### src/rtl/risc32_bus_arbiter_pkg.sv
// Shared constants for the RISC32 unified-memory bus arbiter.
//   arb_state_e     : arbiter FSM encoding (IDLE / FETCH / DATA)
//   TIMEOUT_DEFAULT : default ack timeout in cycles
//   reg_bus_t       : latched request (address, store data, lanes, write)
//   tmr_cnt_t       : 8-bit timeout counter type
package risc32_bus_arbiter_pkg;

    localparam int unsigned TIMEOUT_DEFAULT = 255;

    localparam logic [3:0] SEL_WORD = 4'b1111;

    typedef enum logic [1:0] {
        ST_IDLE  = 2'd0,
        ST_FETCH = 2'd1,
        ST_DATA  = 2'd2
    } arb_state_e;

    typedef logic [7:0] tmr_cnt_t;

    typedef struct packed {
        logic [31:0] addr;
        logic [31:0] wdata;
        logic [3:0]  sel;
        logic        we;
    } reg_bus_t;

endpackage

### src/rtl/risc32_bus_arbiter_if.sv
// Bundle of the pipeline request ports and the unified-memory bus.
//   if_*   : instruction-fetch requester
//   mem_*  : load/store requester
//   bus_*  : unified memory side
//   slave  : view taken by the arbiter (serves both requesters, drives bus)
//   master : view taken by the surrounding pipeline and memory
interface risc32_bus_arbiter_if;

    logic        if_ce_i;
    logic [31:0] if_addr_i;
    logic [31:0] if_data_o;
    logic        if_ready_o;

    logic        mem_ce_i;
    logic        mem_we_i;
    logic [31:0] mem_addr_i;
    logic [31:0] mem_wdata_i;
    logic [3:0]  mem_sel_i;
    logic [31:0] mem_rdata_o;
    logic        mem_ready_o;

    logic        stallreq_o;

    logic        bus_req_o;
    logic        bus_we_o;
    logic [31:0] bus_addr_o;
    logic [31:0] bus_wdata_o;
    logic [3:0]  bus_sel_o;
    logic [31:0] bus_rdata_i;
    logic        bus_ack_i;
    logic        bus_err_o;

    modport slave (
        input  if_ce_i, if_addr_i,
        output if_data_o, if_ready_o,
        input  mem_ce_i, mem_we_i, mem_addr_i, mem_wdata_i, mem_sel_i,
        output mem_rdata_o, mem_ready_o,
        output stallreq_o,
        output bus_req_o, bus_we_o, bus_addr_o, bus_wdata_o, bus_sel_o, bus_err_o,
        input  bus_rdata_i, bus_ack_i
    );

    modport master (
        output if_ce_i, if_addr_i,
        input  if_data_o, if_ready_o,
        output mem_ce_i, mem_we_i, mem_addr_i, mem_wdata_i, mem_sel_i,
        input  mem_rdata_o, mem_ready_o,
        input  stallreq_o,
        input  bus_req_o, bus_we_o, bus_addr_o, bus_wdata_o, bus_sel_o, bus_err_o,
        output bus_rdata_i, bus_ack_i
    );

endinterface

### src/rtl/risc32_bus_timer.sv
// Access timeout counter.
//   clk, rst : clock, asynchronous active-high reset
//   clr_i    : restart the count at zero (new access granted)
//   en_i     : count one more cycle without acknowledge
//   expire_o : count has reached TIMEOUT-1
module risc32_bus_timer
    import risc32_bus_arbiter_pkg::*;
#(
    parameter int unsigned TIMEOUT = TIMEOUT_DEFAULT
) (
    input  logic clk,
    input  logic rst,
    input  logic clr_i,
    input  logic en_i,
    output logic expire_o
);

    localparam tmr_cnt_t LAST = tmr_cnt_t'(TIMEOUT - 1);

    tmr_cnt_t cnt_q, cnt_d;

    always_comb begin
        cnt_d = cnt_q;
        if (clr_i) begin
            cnt_d = '0;
        end else if (en_i) begin
            cnt_d = cnt_q + tmr_cnt_t'(1);
        end
    end

    always_ff @(posedge clk or posedge rst) begin
        if (rst) begin
            cnt_q <= '0;
        end else begin
            cnt_q <= cnt_d;
        end
    end

    assign expire_o = (cnt_q == LAST);

endmodule

### src/rtl/risc32_bus_arbiter.sv
// Arbitrates the instruction-fetch and load/store requesters onto a single
// unified memory bus. Data accesses win simultaneous requests; each access
// is held on the bus until bus_ack_i or until the timeout expires, and the
// owner then receives a one-cycle ready pulse with the registered result.
//   clk, rst : clock, asynchronous active-high reset
//   arb      : request/response and memory bus signals (slave view)
//   TIMEOUT  : cycles to wait for bus_ack_i before aborting (1..255)
module risc32_bus_arbiter
    import risc32_bus_arbiter_pkg::*;
#(
    parameter int unsigned TIMEOUT = TIMEOUT_DEFAULT
) (
    input  logic                 clk,
    input  logic                 rst,
    risc32_bus_arbiter_if.slave  arb
);

    arb_state_e  state_q, state_d;
    reg_bus_t    lat_q, lat_d;
    logic [31:0] if_data_q, if_data_d;
    logic [31:0] mem_rdata_q, mem_rdata_d;
    logic        if_ready_q, if_ready_d;
    logic        mem_ready_q, mem_ready_d;
    logic        err_q, err_d;

    logic owner;
    logic ack;
    logic expire;
    logic timeout;
    logic done;
    logic start;
    logic ign_mem;
    logic ign_if;
    logic tmr_en;

    assign owner   = (state_q != ST_IDLE);
    assign ack     = owner & arb.bus_ack_i;
    // Acknowledge takes priority over an expiry in the same cycle.
    assign timeout = owner & ~arb.bus_ack_i & expire;
    assign done    = ack | timeout;
    assign tmr_en  = owner & ~arb.bus_ack_i;

    // A requester still holds ce while its access completes and during its
    // ready pulse; treat it as satisfied so the same request is not reissued.
    assign ign_mem = mem_ready_q | (done & (state_q == ST_DATA));
    assign ign_if  = if_ready_q  | (done & (state_q == ST_FETCH));

    risc32_bus_timer #(
        .TIMEOUT (TIMEOUT)
    ) u_timer (
        .clk      (clk),
        .rst      (rst),
        .clr_i    (start),
        .en_i     (tmr_en),
        .expire_o (expire)
    );

    always_comb begin
        state_d     = state_q;
        lat_d       = lat_q;
        if_data_d   = if_data_q;
        mem_rdata_d = mem_rdata_q;
        if_ready_d  = 1'b0;
        mem_ready_d = 1'b0;
        err_d       = 1'b0;
        start       = 1'b0;

        if (done) begin
            err_d = timeout;
            if (state_q == ST_DATA) begin
                mem_ready_d = 1'b1;
                mem_rdata_d = (ack && !lat_q.we) ? arb.bus_rdata_i : 32'h0;
            end else begin
                if_ready_d = 1'b1;
                if_data_d  = ack ? arb.bus_rdata_i : 32'h0;
            end
        end

        // Grant decision: from IDLE, or back-to-back as the current access ends.
        if (!owner || done) begin
            if (arb.mem_ce_i && !ign_mem) begin
                state_d = ST_DATA;
                start   = 1'b1;
                lat_d   = '{addr:  arb.mem_addr_i,
                            wdata: arb.mem_wdata_i,
                            sel:   arb.mem_sel_i,
                            we:    arb.mem_we_i};
            end else if (arb.if_ce_i && !ign_if) begin
                state_d = ST_FETCH;
                start   = 1'b1;
                lat_d   = '{addr:  arb.if_addr_i,
                            wdata: 32'h0,
                            sel:   SEL_WORD,
                            we:    1'b0};
            end else begin
                state_d = ST_IDLE;
            end
        end
    end

    always_ff @(posedge clk or posedge rst) begin
        if (rst) begin
            state_q     <= ST_IDLE;
            lat_q       <= '0;
            if_data_q   <= '0;
            mem_rdata_q <= '0;
            if_ready_q  <= 1'b0;
            mem_ready_q <= 1'b0;
            err_q       <= 1'b0;
        end else begin
            state_q     <= state_d;
            lat_q       <= lat_d;
            if_data_q   <= if_data_d;
            mem_rdata_q <= mem_rdata_d;
            if_ready_q  <= if_ready_d;
            mem_ready_q <= mem_ready_d;
            err_q       <= err_d;
        end
    end

    // Bus outputs are gated by ownership so they fall with the state on reset.
    assign arb.bus_req_o   = owner;
    assign arb.bus_we_o    = owner & lat_q.we;
    assign arb.bus_addr_o  = owner ? lat_q.addr  : 32'h0;
    assign arb.bus_wdata_o = owner ? lat_q.wdata : 32'h0;
    assign arb.bus_sel_o   = owner ? lat_q.sel   : 4'h0;
    assign arb.bus_err_o   = err_q;

    assign arb.if_data_o   = if_data_q;
    assign arb.if_ready_o  = if_ready_q;
    assign arb.mem_rdata_o = mem_rdata_q;
    assign arb.mem_ready_o = mem_ready_q;

    assign arb.stallreq_o  = (arb.mem_ce_i & ~mem_ready_q) | (arb.if_ce_i & ~if_ready_q);

endmodule
### src/flat_wrapper.sv
// flat-port wrapper written by rule: the top's interface ports become plain ports
module risc32_bus_arbiter_flat import risc32_bus_arbiter_pkg::*;
#(
    parameter int unsigned TIMEOUT = TIMEOUT_DEFAULT
)
  (clk, rst, arb_if_ce_i, arb_if_addr_i, arb_if_data_o, arb_if_ready_o, arb_mem_ce_i, arb_mem_we_i, arb_mem_addr_i, arb_mem_wdata_i, arb_mem_sel_i, arb_mem_rdata_o, arb_mem_ready_o, arb_stallreq_o, arb_bus_req_o, arb_bus_we_o, arb_bus_addr_o, arb_bus_wdata_o, arb_bus_sel_o, arb_bus_err_o, arb_bus_rdata_i, arb_bus_ack_i);
  risc32_bus_arbiter_if arb_i ();
  input  logic clk;
  input  logic rst;
  input wire logic [$bits(arb_i.if_ce_i)-1:0] arb_if_ce_i;
  input wire logic [$bits(arb_i.if_addr_i)-1:0] arb_if_addr_i;
  output wire logic [$bits(arb_i.if_data_o)-1:0] arb_if_data_o;
  output wire logic [$bits(arb_i.if_ready_o)-1:0] arb_if_ready_o;
  input wire logic [$bits(arb_i.mem_ce_i)-1:0] arb_mem_ce_i;
  input wire logic [$bits(arb_i.mem_we_i)-1:0] arb_mem_we_i;
  input wire logic [$bits(arb_i.mem_addr_i)-1:0] arb_mem_addr_i;
  input wire logic [$bits(arb_i.mem_wdata_i)-1:0] arb_mem_wdata_i;
  input wire logic [$bits(arb_i.mem_sel_i)-1:0] arb_mem_sel_i;
  output wire logic [$bits(arb_i.mem_rdata_o)-1:0] arb_mem_rdata_o;
  output wire logic [$bits(arb_i.mem_ready_o)-1:0] arb_mem_ready_o;
  output wire logic [$bits(arb_i.stallreq_o)-1:0] arb_stallreq_o;
  output wire logic [$bits(arb_i.bus_req_o)-1:0] arb_bus_req_o;
  output wire logic [$bits(arb_i.bus_we_o)-1:0] arb_bus_we_o;
  output wire logic [$bits(arb_i.bus_addr_o)-1:0] arb_bus_addr_o;
  output wire logic [$bits(arb_i.bus_wdata_o)-1:0] arb_bus_wdata_o;
  output wire logic [$bits(arb_i.bus_sel_o)-1:0] arb_bus_sel_o;
  output wire logic [$bits(arb_i.bus_err_o)-1:0] arb_bus_err_o;
  input wire logic [$bits(arb_i.bus_rdata_i)-1:0] arb_bus_rdata_i;
  input wire logic [$bits(arb_i.bus_ack_i)-1:0] arb_bus_ack_i;
  assign arb_i.if_ce_i = arb_if_ce_i;
  assign arb_i.if_addr_i = arb_if_addr_i;
  assign arb_if_data_o = arb_i.if_data_o;
  assign arb_if_ready_o = arb_i.if_ready_o;
  assign arb_i.mem_ce_i = arb_mem_ce_i;
  assign arb_i.mem_we_i = arb_mem_we_i;
  assign arb_i.mem_addr_i = arb_mem_addr_i;
  assign arb_i.mem_wdata_i = arb_mem_wdata_i;
  assign arb_i.mem_sel_i = arb_mem_sel_i;
  assign arb_mem_rdata_o = arb_i.mem_rdata_o;
  assign arb_mem_ready_o = arb_i.mem_ready_o;
  assign arb_stallreq_o = arb_i.stallreq_o;
  assign arb_bus_req_o = arb_i.bus_req_o;
  assign arb_bus_we_o = arb_i.bus_we_o;
  assign arb_bus_addr_o = arb_i.bus_addr_o;
  assign arb_bus_wdata_o = arb_i.bus_wdata_o;
  assign arb_bus_sel_o = arb_i.bus_sel_o;
  assign arb_bus_err_o = arb_i.bus_err_o;
  assign arb_i.bus_rdata_i = arb_bus_rdata_i;
  assign arb_i.bus_ack_i = arb_bus_ack_i;
  risc32_bus_arbiter #(.TIMEOUT(TIMEOUT)) u_core (.clk(clk), .rst(rst), .arb(arb_i));
endmodule
### config.mk
export PLATFORM = sky130hd
export DESIGN_NAME = risc32_bus_arbiter_flat
export DESIGN_NICKNAME = d
export VERILOG_FILES = /design/src/rtl/risc32_bus_arbiter_pkg.sv /design/src/rtl/risc32_bus_arbiter_if.sv /design/src/rtl/risc32_bus_timer.sv /design/src/rtl/risc32_bus_arbiter.sv /design/src/flat_wrapper.sv
export SDC_FILE = /design/constraint.sdc
export NUM_CORES = 1
export LEC_CHECK = 0
export CORE_MARGIN = 8
export CORE_UTILIZATION = 40
export CTS_CLUSTER_DIAMETER = 150
export DETAILED_ROUTE_END_ITERATION = 8
export HOLD_SLACK_MARGIN = 0.08
export PLACE_DENSITY = 0.77
export SYNTH_ARGS = -nofsm -noshare
export SYNTH_HDL_FRONTEND = slang
export SYNTH_HIERARCHICAL = 1
export SYNTH_SLANG_ARGS = --single-unit
### constraint.sdc
create_clock -name clk -period 10.4 [get_ports clk]
set_input_delay 2.08 -clock clk [delete_from_list [all_inputs] [get_ports clk]]
set_output_delay 2.08 -clock clk [all_outputs]
set_load 0.005 [all_outputs]
==> out/qor.csv <==
metric;value;unit
rows;46;
cts_max_level;4;
post_cts_resize_count;0;
num_antenna_cells;0;
via_count_of_the_first_global_routing_pass;5473;
place.port_buffers;275;
vias_per_cell;5.00;
cts-buffers-inserted;17;
worst_pin_slew;1.21;ns
hold_depth;1;
ir_worst_vdd;0.000153;V
grt_pass1_wl;31.3;mm
power.clock.fraction;20.6;%
cpMostUsedCell;sky130_fd_sc_hd__clkdlybuf4s50_1;
crit_path_max_fanout;4;
edff_count_synth;0;
status;finished clean;
clock-skew-final;0.0124;ns
synth_top_area_share;57.2;%
start_util;40.5;%
track_usage;19.8;%
netlist-cell-type-count;38;
die-height;142;µm
clock_insertion_delay_worst_skew;0.42;ns
power.internal;0.00194;W
sort_of_element_at_the_end_of_the_critical_path;primary output;
synth_top_area_cell;sky130_fd_sc_hd__dfrtp_1;
synth.net_count;726;
synthTopCellsByArea;sky130_fd_sc_hd__dfrtp_1, sky130_fd_sc_hd__a22o_1, sky130_fd_sc_hd__and2_1;
yosysSeqAreaShare;57.2;%
p_sw;0.000928;W
syn-mean-instance-area;10.9;µm²
power.density;292;nW/µm²
routed_wl;20.4;mm
async_flop_share;100;%
cp_top_family;buffers and inverters;
pre_antenna_drt_iters;4;
fin_nets;979;
timing.setup.critical_path_class;in2out;
path_cells;clkdlybuf4s50_1 > nand2b_1 > nand2_1 > clkdlybuf4s50_1;
reg2regPathDepth;10;
cell_with_the_largest_stage_delay_on_the_worst_path;sky130_fd_sc_hd__clkdlybuf4s50_1;
detailed_route_drc_error_count;0;
postSynthRegisterBits;146;
worstSetupStartpoint;arb_mem_ce_i;
critPathLaunchType;input port;
power.leakage;4.20;nW
maxClockFrequency;185;MHz
yosysWarnings;6;
layout_cells_sized_above_1;6.11;%
routed_wire_length_per_instance;19.1;µm
cts-root-buf;sky130_fd_sc_hd__clkbuf_16;
netlist_area;6380;µm²
grt-busiest-layer;met2;
grt.overflow.total;0;
area_growth_syn_to_layout;53.8;%
fraction_of_power_spent_switching_nets;32.3;%
worst_r2r_startpoint;u_core/u_timer/cnt_q[0];
finalMaxSlewViolations;0;
dp.final_hpwl;14.1;mm
worst-endpoint-required;8.32;ns
syn-instance-count;586;
setup_total_negative_slack;0;ns
power_frac_seq;34.1;%
cpPeakStageDelay;0.51;ns
finish.instance_area;9820;µm²
slew_headroom;19.2;%
cp_num_buf_inv;2;
ant_nets;0;
grt_util_met1;23.9;%
io_pins;276;
fillcell_total;1344;
cap_violations;0;
met2_resource_use_gr;31.7;%
dieWidth;142;µm
total_power;0.00287;W
cts_tree;done;
pre_cts_slack;4.97;ns
synth_top_cells_by_count;sky130_fd_sc_hd__dfrtp_1, sky130_fd_sc_hd__and2_1, sky130_fd_sc_hd__nand2_1, sky130_fd_sc_hd__a22o_1, sky130_fd_sc_hd__a21oi_1;
min_period_over_period;52.1;%
cp.arrival;3.34;ns
yosysMostFrequentCell;sky130_fd_sc_hd__dfrtp_1;
min_period;5.42;ns
ys_dominant_reg_cell;sky130_fd_sc_hd__dfrtp_1;
crit_cells;4;
clockBufferDepth;2;
fin_worst_hold_slack;0.503;ns
iter_0_drt_violations;299;
cts.reportedPaths.clkPinSlew;0.06;ns
post-route-worst-setup-slack;4.98;ns
cts.sink_count;146;
met3_usage;8.05;%
routabilityCongestion;0.756;
power_frac_comb;45.3;%
timing.final.setup_violations;0;
post_dp_cell_area;9250;µm²
antenna_found_initial;0;
min-delay-start;u_core/arb.if_data_o[13];
coreArea;15800;µm²
cts_setup_buffers;0;
timing.final.hold_violations;0;
worstHoldPathType;reg2reg;
ctsHoldBuffers;0;
grt_max_degree;86;
floorplan.die_area;20300;µm²
detailroute.via_count;5334;
unrepaired_setup_endpoints_after_global_routing;no;
-- cell usage in the layout (no fill, tap or decap), drive strengths merged --
master	instances
o21ai	37
nand2	70
nor2b	3
or4	1
a21oi	35
o31ai	1
dfrtp	146
o21bai	1
bufinv	2
a211oi	3
nor3b	1
a22o	64
a221o	4
nand2b	3
or2	1
or3	2
nor3	32
nand4	3
clkdlybuf4s50	275
xnor2	1
ha	2
clkinv	6
clkinvlp	5
clkbuf	17
nand3	3
and2	72
a21o	1
xor2	3
a211o	1
mux2i	32
buf	8
nor2	8
inv	8
-- registers in the layout, indices dropped and copies added, names as in the netlist --
| register | cells |
|---|---|
| u_core/arb.bus_err_o | 1 |
| u_core/arb.if_data_o | 32 |
| u_core/arb.if_ready_o | 1 |
| u_core/arb.mem_rdata_o | 32 |
| u_core/arb.mem_ready_o | 1 |
| u_core/lat_q | 69 |
| u_core/state_q | 2 |
| u_core/u_timer/cnt_q | 8 |
-- stage by stage --
step                      util, %  std cells
after floorplan                 -        586
after global placement       58.7       1036
after detailed placement     58.7       1036
after CTS                    62.2       1067
after global routing         62.2       1067
final                        62.2       1067
-- power by group through the flow --
| stage | Sequential (W) | Combinational [W] | Clock [W] |
|---|---|---|---|
| final | 0.000980 | 0.00130 | 0.000591 |
| after CTS | 0.000981 | 0.00133 | 0.000603 |
| after floorplan | 0.000960 | 0.000593 | 0 |
| after global routing | 0.00101 | 0.00141 | 0.000630 |
| after detailed placement | 0.000980 | 0.00132 | 0 |
| after global placement | 0.000974 | 0.00131 | 0 |
-- metal layers --
layer  wire length, µm  vias to the layer above
met1              8240                     2560
met2              9850                      204
met5                 0                        -
met4               285                        0
met3              1990                       19
li1                  -                     2551
-- kinds of logic (layout without fill, tap and decap cells) --
family / Yosys count / in the layout / synth area share [%]
compound gates: 147 / 147 / 16.2
xor+xnor: 4 / 4 / 0.549
fa+ha+maj: 2 / 2 / 0.392
buf+inv: 56 / 321 / 4.39
flops: 146 / 146 / 57.2
mux: 32 / 32 / 5.02
simple gates: 199 / 199 / 16.2
-- worst paths after layout --
check | end | slack (ns)
min reg2reg | u_core/arb.if_data_o[13] | 0.50
max reg2reg | u_core/lat_q[37] | 7.28
min in group asynchronous | u_core/u_timer/cnt_q[1] | 2.05
max in group asynchronous | u_core/arb.if_data_o[25] | 6.84
min | u_core/arb.if_data_o[13] | 0.50
max | arb_stallreq_o | 4.98
-- cell type report --
type / instances / area, µm² / share of cell area [%]
Sequential cell: 146 / 3650 / 37.2
Clock inverter: 14 / 140 / 1.43
Clock buffer: 17 / 425 / 4.33
Inverter: 7 / 31.3 / 0.319
Tap cell: 216 / 270 / 2.75
Timing Repair Buffer: 283 / 2810 / 28.7
Multi-Input combinational cell: 384 / 2480 / 25.3
Power figures use the tool's default switching activity.
